<file path="config.mk">
export PLATFORM = sky130hd
export DESIGN_NAME = taillight_sequencer
export DESIGN_NICKNAME = d
export VERILOG_FILES = /design/src/rtl/tbird_pkg.sv /design/src/rtl/step_timer.sv /design/src/rtl/taillight_sequencer.sv
export SDC_FILE = /design/constraint.sdc
export NUM_CORES = 1
export LEC_CHECK = 0
export CELL_PAD_IN_SITES_DETAIL_PLACEMENT = 1
export CELL_PAD_IN_SITES_GLOBAL_PLACEMENT = 1
export CORE_ASPECT_RATIO = 1.1
export CORE_MARGIN = 2
export CORE_UTILIZATION = 30
export CTS_CLUSTER_SIZE = 40
export DETAILED_ROUTE_END_ITERATION = 16
export PLACE_DENSITY = 0.56
export SLEW_MARGIN = 0
export SYNTH_ARGS = -nofsm -noshare
export SYNTH_HDL_FRONTEND = slang
export SYNTH_SLANG_ARGS = --single-unit
</file>
<file path="constraint.sdc">
create_clock -name Clock -period 2.8 [get_ports Clock]
set_input_delay 0.28 -clock Clock [delete_from_list [all_inputs] [get_ports Clock]]
set_output_delay 0.28 -clock Clock [all_outputs]
set_load 0.05 [all_outputs]
</file>
<file path="src/rtl/tbird_pkg.sv">
// Shared types and lamp patterns for the Thunderbird taillight controller.
package tbird_pkg;

    typedef enum logic [3:0] {
        IDLE = 4'd0,
        L1   = 4'd1,
        L2   = 4'd2,
        L3   = 4'd3,
        LGAP = 4'd4,
        R1   = 4'd5,
        R2   = 4'd6,
        R3   = 4'd7,
        RGAP = 4'd8,
        HON  = 4'd9,
        HOFF = 4'd10
    } state_t;

    typedef enum logic [1:0] {
        NONE  = 2'd0,
        LEFT  = 2'd1,
        RIGHT = 2'd2,
        HAZ   = 2'd3
    } mode_t;

    localparam logic [2:0] LAMP_OFF = 3'b000;
    localparam logic [2:0] LAMP_1   = 3'b001;
    localparam logic [2:0] LAMP_2   = 3'b011;
    localparam logic [2:0] LAMP_3   = 3'b111;

endpackage

</file>
<file path="src/rtl/step_timer.sv">
// Restartable step timer: one registered Tick per StepCount enabled cycles.
module step_timer #(
    parameter int StepCount = 25_000_000
) (
    input  logic Clock,
    input  logic Reset_n,
    input  logic Restart,
    input  logic Enable,
    output logic Tick
);

    localparam int W = $clog2(StepCount);
    localparam logic [W-1:0] LAST = W'(StepCount - 1);
    localparam logic [W-1:0] PRE  = W'(StepCount - 2);

    logic [W-1:0] count;

    // Tick is set on the edge that loads LAST, so it is high while count==LAST.
    always_ff @(posedge Clock or negedge Reset_n) begin
        if (!Reset_n) begin
            count <= '0;
            Tick  <= 1'b0;
        end else if (Restart) begin
            count <= '0;
            Tick  <= 1'b0;
        end else if (Enable) begin
            count <= (count == LAST) ? '0 : count + W'(1);
            Tick  <= (count == PRE);
        end else begin
            Tick  <= 1'b0;
        end
    end

endmodule

</file>
<file path="src/rtl/taillight_sequencer.sv">
// Thunderbird taillight controller: mode decode, step FSM and lamp outputs.
module taillight_sequencer
    import tbird_pkg::*;
#(
    parameter int StepCount = 25_000_000
) (
    input  logic       Clock,
    input  logic       Reset_n,
    input  logic       Left,
    input  logic       Right,
    input  logic       Hazard,
    output logic [2:0] Lamps_L,
    output logic [2:0] Lamps_R,
    output logic       Tick
);

    mode_t  mode;
    mode_t  mode_q;
    state_t state;
    state_t nxt;
    logic   change;

    function automatic state_t entry(input mode_t m);
        case (m)
            LEFT:    return L1;
            RIGHT:   return R1;
            HAZ:     return HON;
            default: return IDLE;
        endcase
    endfunction

    function automatic state_t advance(input state_t s);
        case (s)
            L1:      return L2;
            L2:      return L3;
            L3:      return LGAP;
            LGAP:    return L1;
            R1:      return R2;
            R2:      return R3;
            R3:      return RGAP;
            RGAP:    return R1;
            HON:     return HOFF;
            HOFF:    return HON;
            default: return IDLE;
        endcase
    endfunction

    function automatic logic [2:0] lamp_l(input state_t s);
        case (s)
            L1:      return LAMP_1;
            L2:      return LAMP_2;
            L3:      return LAMP_3;
            HON:     return LAMP_3;
            default: return LAMP_OFF;
        endcase
    endfunction

    function automatic logic [2:0] lamp_r(input state_t s);
        case (s)
            R1:      return LAMP_1;
            R2:      return LAMP_2;
            R3:      return LAMP_3;
            HON:     return LAMP_3;
            default: return LAMP_OFF;
        endcase
    endfunction

    always_comb begin
        mode = NONE;
        if (Hazard || (Left && Right)) mode = HAZ;
        else if (Left)                 mode = LEFT;
        else if (Right)                mode = RIGHT;
    end

    assign change = (mode != mode_q);

    step_timer #(.StepCount(StepCount)) u_timer (
        .Clock   (Clock),
        .Reset_n (Reset_n),
        .Restart (change || (mode == NONE)),
        .Enable  (mode_q != NONE),
        .Tick    (Tick)
    );

    // Illegal encodings fall to IDLE, and IDLE re-enters the active mode.
    always_comb begin
        nxt = state;
        if (change || mode == NONE)
            nxt = entry(mode);
        else if (state == IDLE)
            nxt = entry(mode);
        else if (Tick)
            nxt = advance(state);
        else if (state > HOFF)
            nxt = IDLE;
    end

    always_ff @(posedge Clock or negedge Reset_n) begin
        if (!Reset_n) begin
            mode_q  <= NONE;
            state   <= IDLE;
            Lamps_L <= LAMP_OFF;
            Lamps_R <= LAMP_OFF;
        end else begin
            mode_q  <= mode;
            state   <= nxt;
            Lamps_L <= lamp_l(nxt);
            Lamps_R <= lamp_r(nxt);
        end
    end

endmodule
</file>
==> run summary <==
First-pass GRT wire length: 8160 um
Cts bufs inserted: 5
GP Congestion: 0.697
Ys flop type: dfrtp_1
Synthesis-to-layout area growth: 11.2%
DR DRC count: 0
Crit-path max FO: 8
Arr. time, crit path: 2.50 ns
Final wirelength: 4730 um
Layout Nets: 239
Multi-input logic area: 1060 um^2
Sequential cell area: 951 um^2
Total gr overflow: 0
Largest net degree at the start of global routing: 39
Crit path required time: 2.98 ns
Max Buffers Root-to-Sink: 2
Share of layout cells above drive strength 1: 10.0%
Cells after Synth: 216
Clk Latency, worst-skew pair: 0.29 ns
Filler cells: 797
Relative max-transition margin: 43.8%
Die X: 85.1 um
Hold crit path type: input port to asynchronous set/reset pin
Total power: 1420 uW
WHS: 0.0717 ns
Worst-path clk slew: 0.08 ns
IR Drop Worst-Case VDD: 415 uV
Min Clock Period, post-route: 2.31 ns
Fin worst setup slack: 0.486 ns
Routed Antenna Nets: 0
Worst slew pin tran: 0.843 ns
Area of the mapped netlist: 2170 um^2
Initial antenna violation count: 0
Diode count: 0
Area contributors post-synth: dfrtp_1 44%, nor2_1 5.9%, xnor2_1 5.2%
IO Port Bufs: 11
Post-CTS setup buffer count: 0
Htree depth: 2
Fmax: 432 MHz
Synth warnings: 0
Hold_buf cts: 0
Syn_area_per_cell: 10.0 um^2
Status: complete, no violations
Hold Vio Cnt, Final: 0
Critical path class: flip-flop to flip-flop
Seq cells post-synth: 38
Cell variety after synth: 51
Critical Path End Type: flip-flop
DRT Pass-1 Iters: 3
Setup Skew: 0.00883 ns
Initial drt markers: 40
FFs w/ async S/R, synth: 100%
Max cap viols: 0
Area share of the leading cell type in the synthesized netlist: 43.8%
Number of global-route vias before repair: 1614
Via/cell ratio: 4.95
Register area share after synthesis: 43.8%
Setup TNS Final: 0 ns
IO Count: 12
Leakage power: 0.000985 uW
Vert. Die Dim: 93.2 um
Cts repair resizes: 0
Rows: 32
Total Die Area: 7930 um^2
Final setup viols: 0
DPL Wire Length: 3400 um
DR vias: 1554
Cell taking the most area after synthesis: dfrtp_1
CTS tree: done
Root Buffer: clkbuf_8
Crit path launch type: flip-flop
Pre-CTS setup slack: 0.354 ns
Clock Sink Count: 38
Final period util: 82.6%
Post-synth EDFFs: 0
Syn_nets: 227
R2r worst-path depth: 5
RSZ-0062 raised after global routing: no
Pwr dens: 589 nW/um^2
Core Region: 7010 um^2
Total global-route track usage: 13.0%
Max-slew violations: 0
Starting Density: 31.0%
Routed WL per cell: 15.1 um
[cell usage after synthesis (3+ instances only)]
cell	count
ha_1	6
nand4_1	5
xor2_1	8
nor3_1	4
nor2_1	34
o21ai_0	6
xnor2_1	13
nand2b_1	3
inv_1	8
nand2_1	14
a21oi_1	6
nor4_1	3
buf_6	5
nand3_1	13
nand3b_1	3
a31oi_1	4
and3_1	5
dfrtp_1	38
[critical path: stages, from the launching register on]
cell and delay, ns:
dfrtp_1 0.41, or4_1 0.54, or4_4 0.52, o41ai_4 0.45, buf_4 0.24, nor2_1 0.06
[sequential cells by signal, summed over array words and instances (netlist names)]
register,cells
Lamps_L,3
mode_q,2
u_timer.Tick,1
Lamps_R,3
u_timer.count,25
state,4
[cell families after synthesis]
| group | count (synthesis) | share of synthesized area [%] |
|---|---|---|
| and+or+nand+nor | 100 | 23.9 |
| DFF | 38 | 43.8 |
| AOI/OAI and AO/OA | 33 | 12.2 |
| xor gates and xnor gates | 21 | 8.48 |
| buffers and inverters | 16 | 7.15 |
| adders and majority gates | 6 | 3.46 |
| muxes | 2 | 0.923 |
[area by class of cell]
cell class                      count  share of cell area, %
Multi-Input combinational cell    162                   44.1
Inverter                            8                   1.24
Sequential cell                    38                   39.4
Clock inverter                      2                   2.49
Timing Repair Buffer               13                   4.98
Tap cell                           85                   4.41
Clock buffer                        6                   3.42
[metrics by stage]
stage | std cells | util (%) | area [um^2]
global route | 314 | 34.4 | 2410
CTS | 314 | 34.4 | 2410
finish | 314 | 34.4 | 2410
global placement | 306 | 32.4 | 2270
detailed placement | 306 | 32.4 | 2270
floorplan | 216 | - | 2170
[power by group]
part	internal, uW	switching (uW)	leakage (uW)
logic	87.9	149	0.000408
registers	576	27.7	0.000506
clock network	380	200	0.0000714
[worst paths after layout]
| check | start | endpoint | slack (ns) |
|---|---|---|---|
| worst max-delay path | u_timer.count[9]$_DFFE_PN0P_ | u_timer.count[19]$_DFFE_PN0P_ | 0.49 |
| worst min-delay path | Reset_n | u_timer.count[2]$_DFFE_PN0P_ | 0.07 |
| worst max register to register | u_timer.count[9]$_DFFE_PN0P_ | u_timer.count[19]$_DFFE_PN0P_ | 0.49 |
| worst min register to register | u_timer.count[0]$_DFFE_PN0P_ | u_timer.count[0]$_DFFE_PN0P_ | 0.52 |
| max in group asynchronous | Reset_n | Lamps_R[0]$_DFF_PN0_ | 2.18 |
| min in group Clock | u_timer.count[0]$_DFFE_PN0P_ | u_timer.count[0]$_DFFE_PN0P_ | 0.52 |
[layout by cell type (no fill, tap or decap), drive strengths merged, types with 5 or more instances in the layout]
cell type / instances
nand2: 14
nor3: 5
clkdlybuf4s50: 10
inv: 8
and3: 5
ha: 6
a21oi: 6
o21ai: 6
nand3: 13
nor2: 34
xor2: 8
xnor2: 13
nand4: 5
clkbuf: 6
dfrtp: 38
[routing by layer]
| layer | routed length, um | share of wire (%) | track usage [%] | vias to the layer above |
|---|---|---|---|---|
| met4 | 62 | 1.3 | 3.97 | 0 |
| met1 | 2410 | 51 | 17.6 | 759 |
| met3 | 121 | 2.6 | 3.00 | 5 |
| met2 | 2140 | 45 | 20.8 | 13 |
| li1 | - | - | - | 777 |
| met5 | 0 | 0 | 0 | - |
Note: power is estimated with default switching activity, not from simulation.
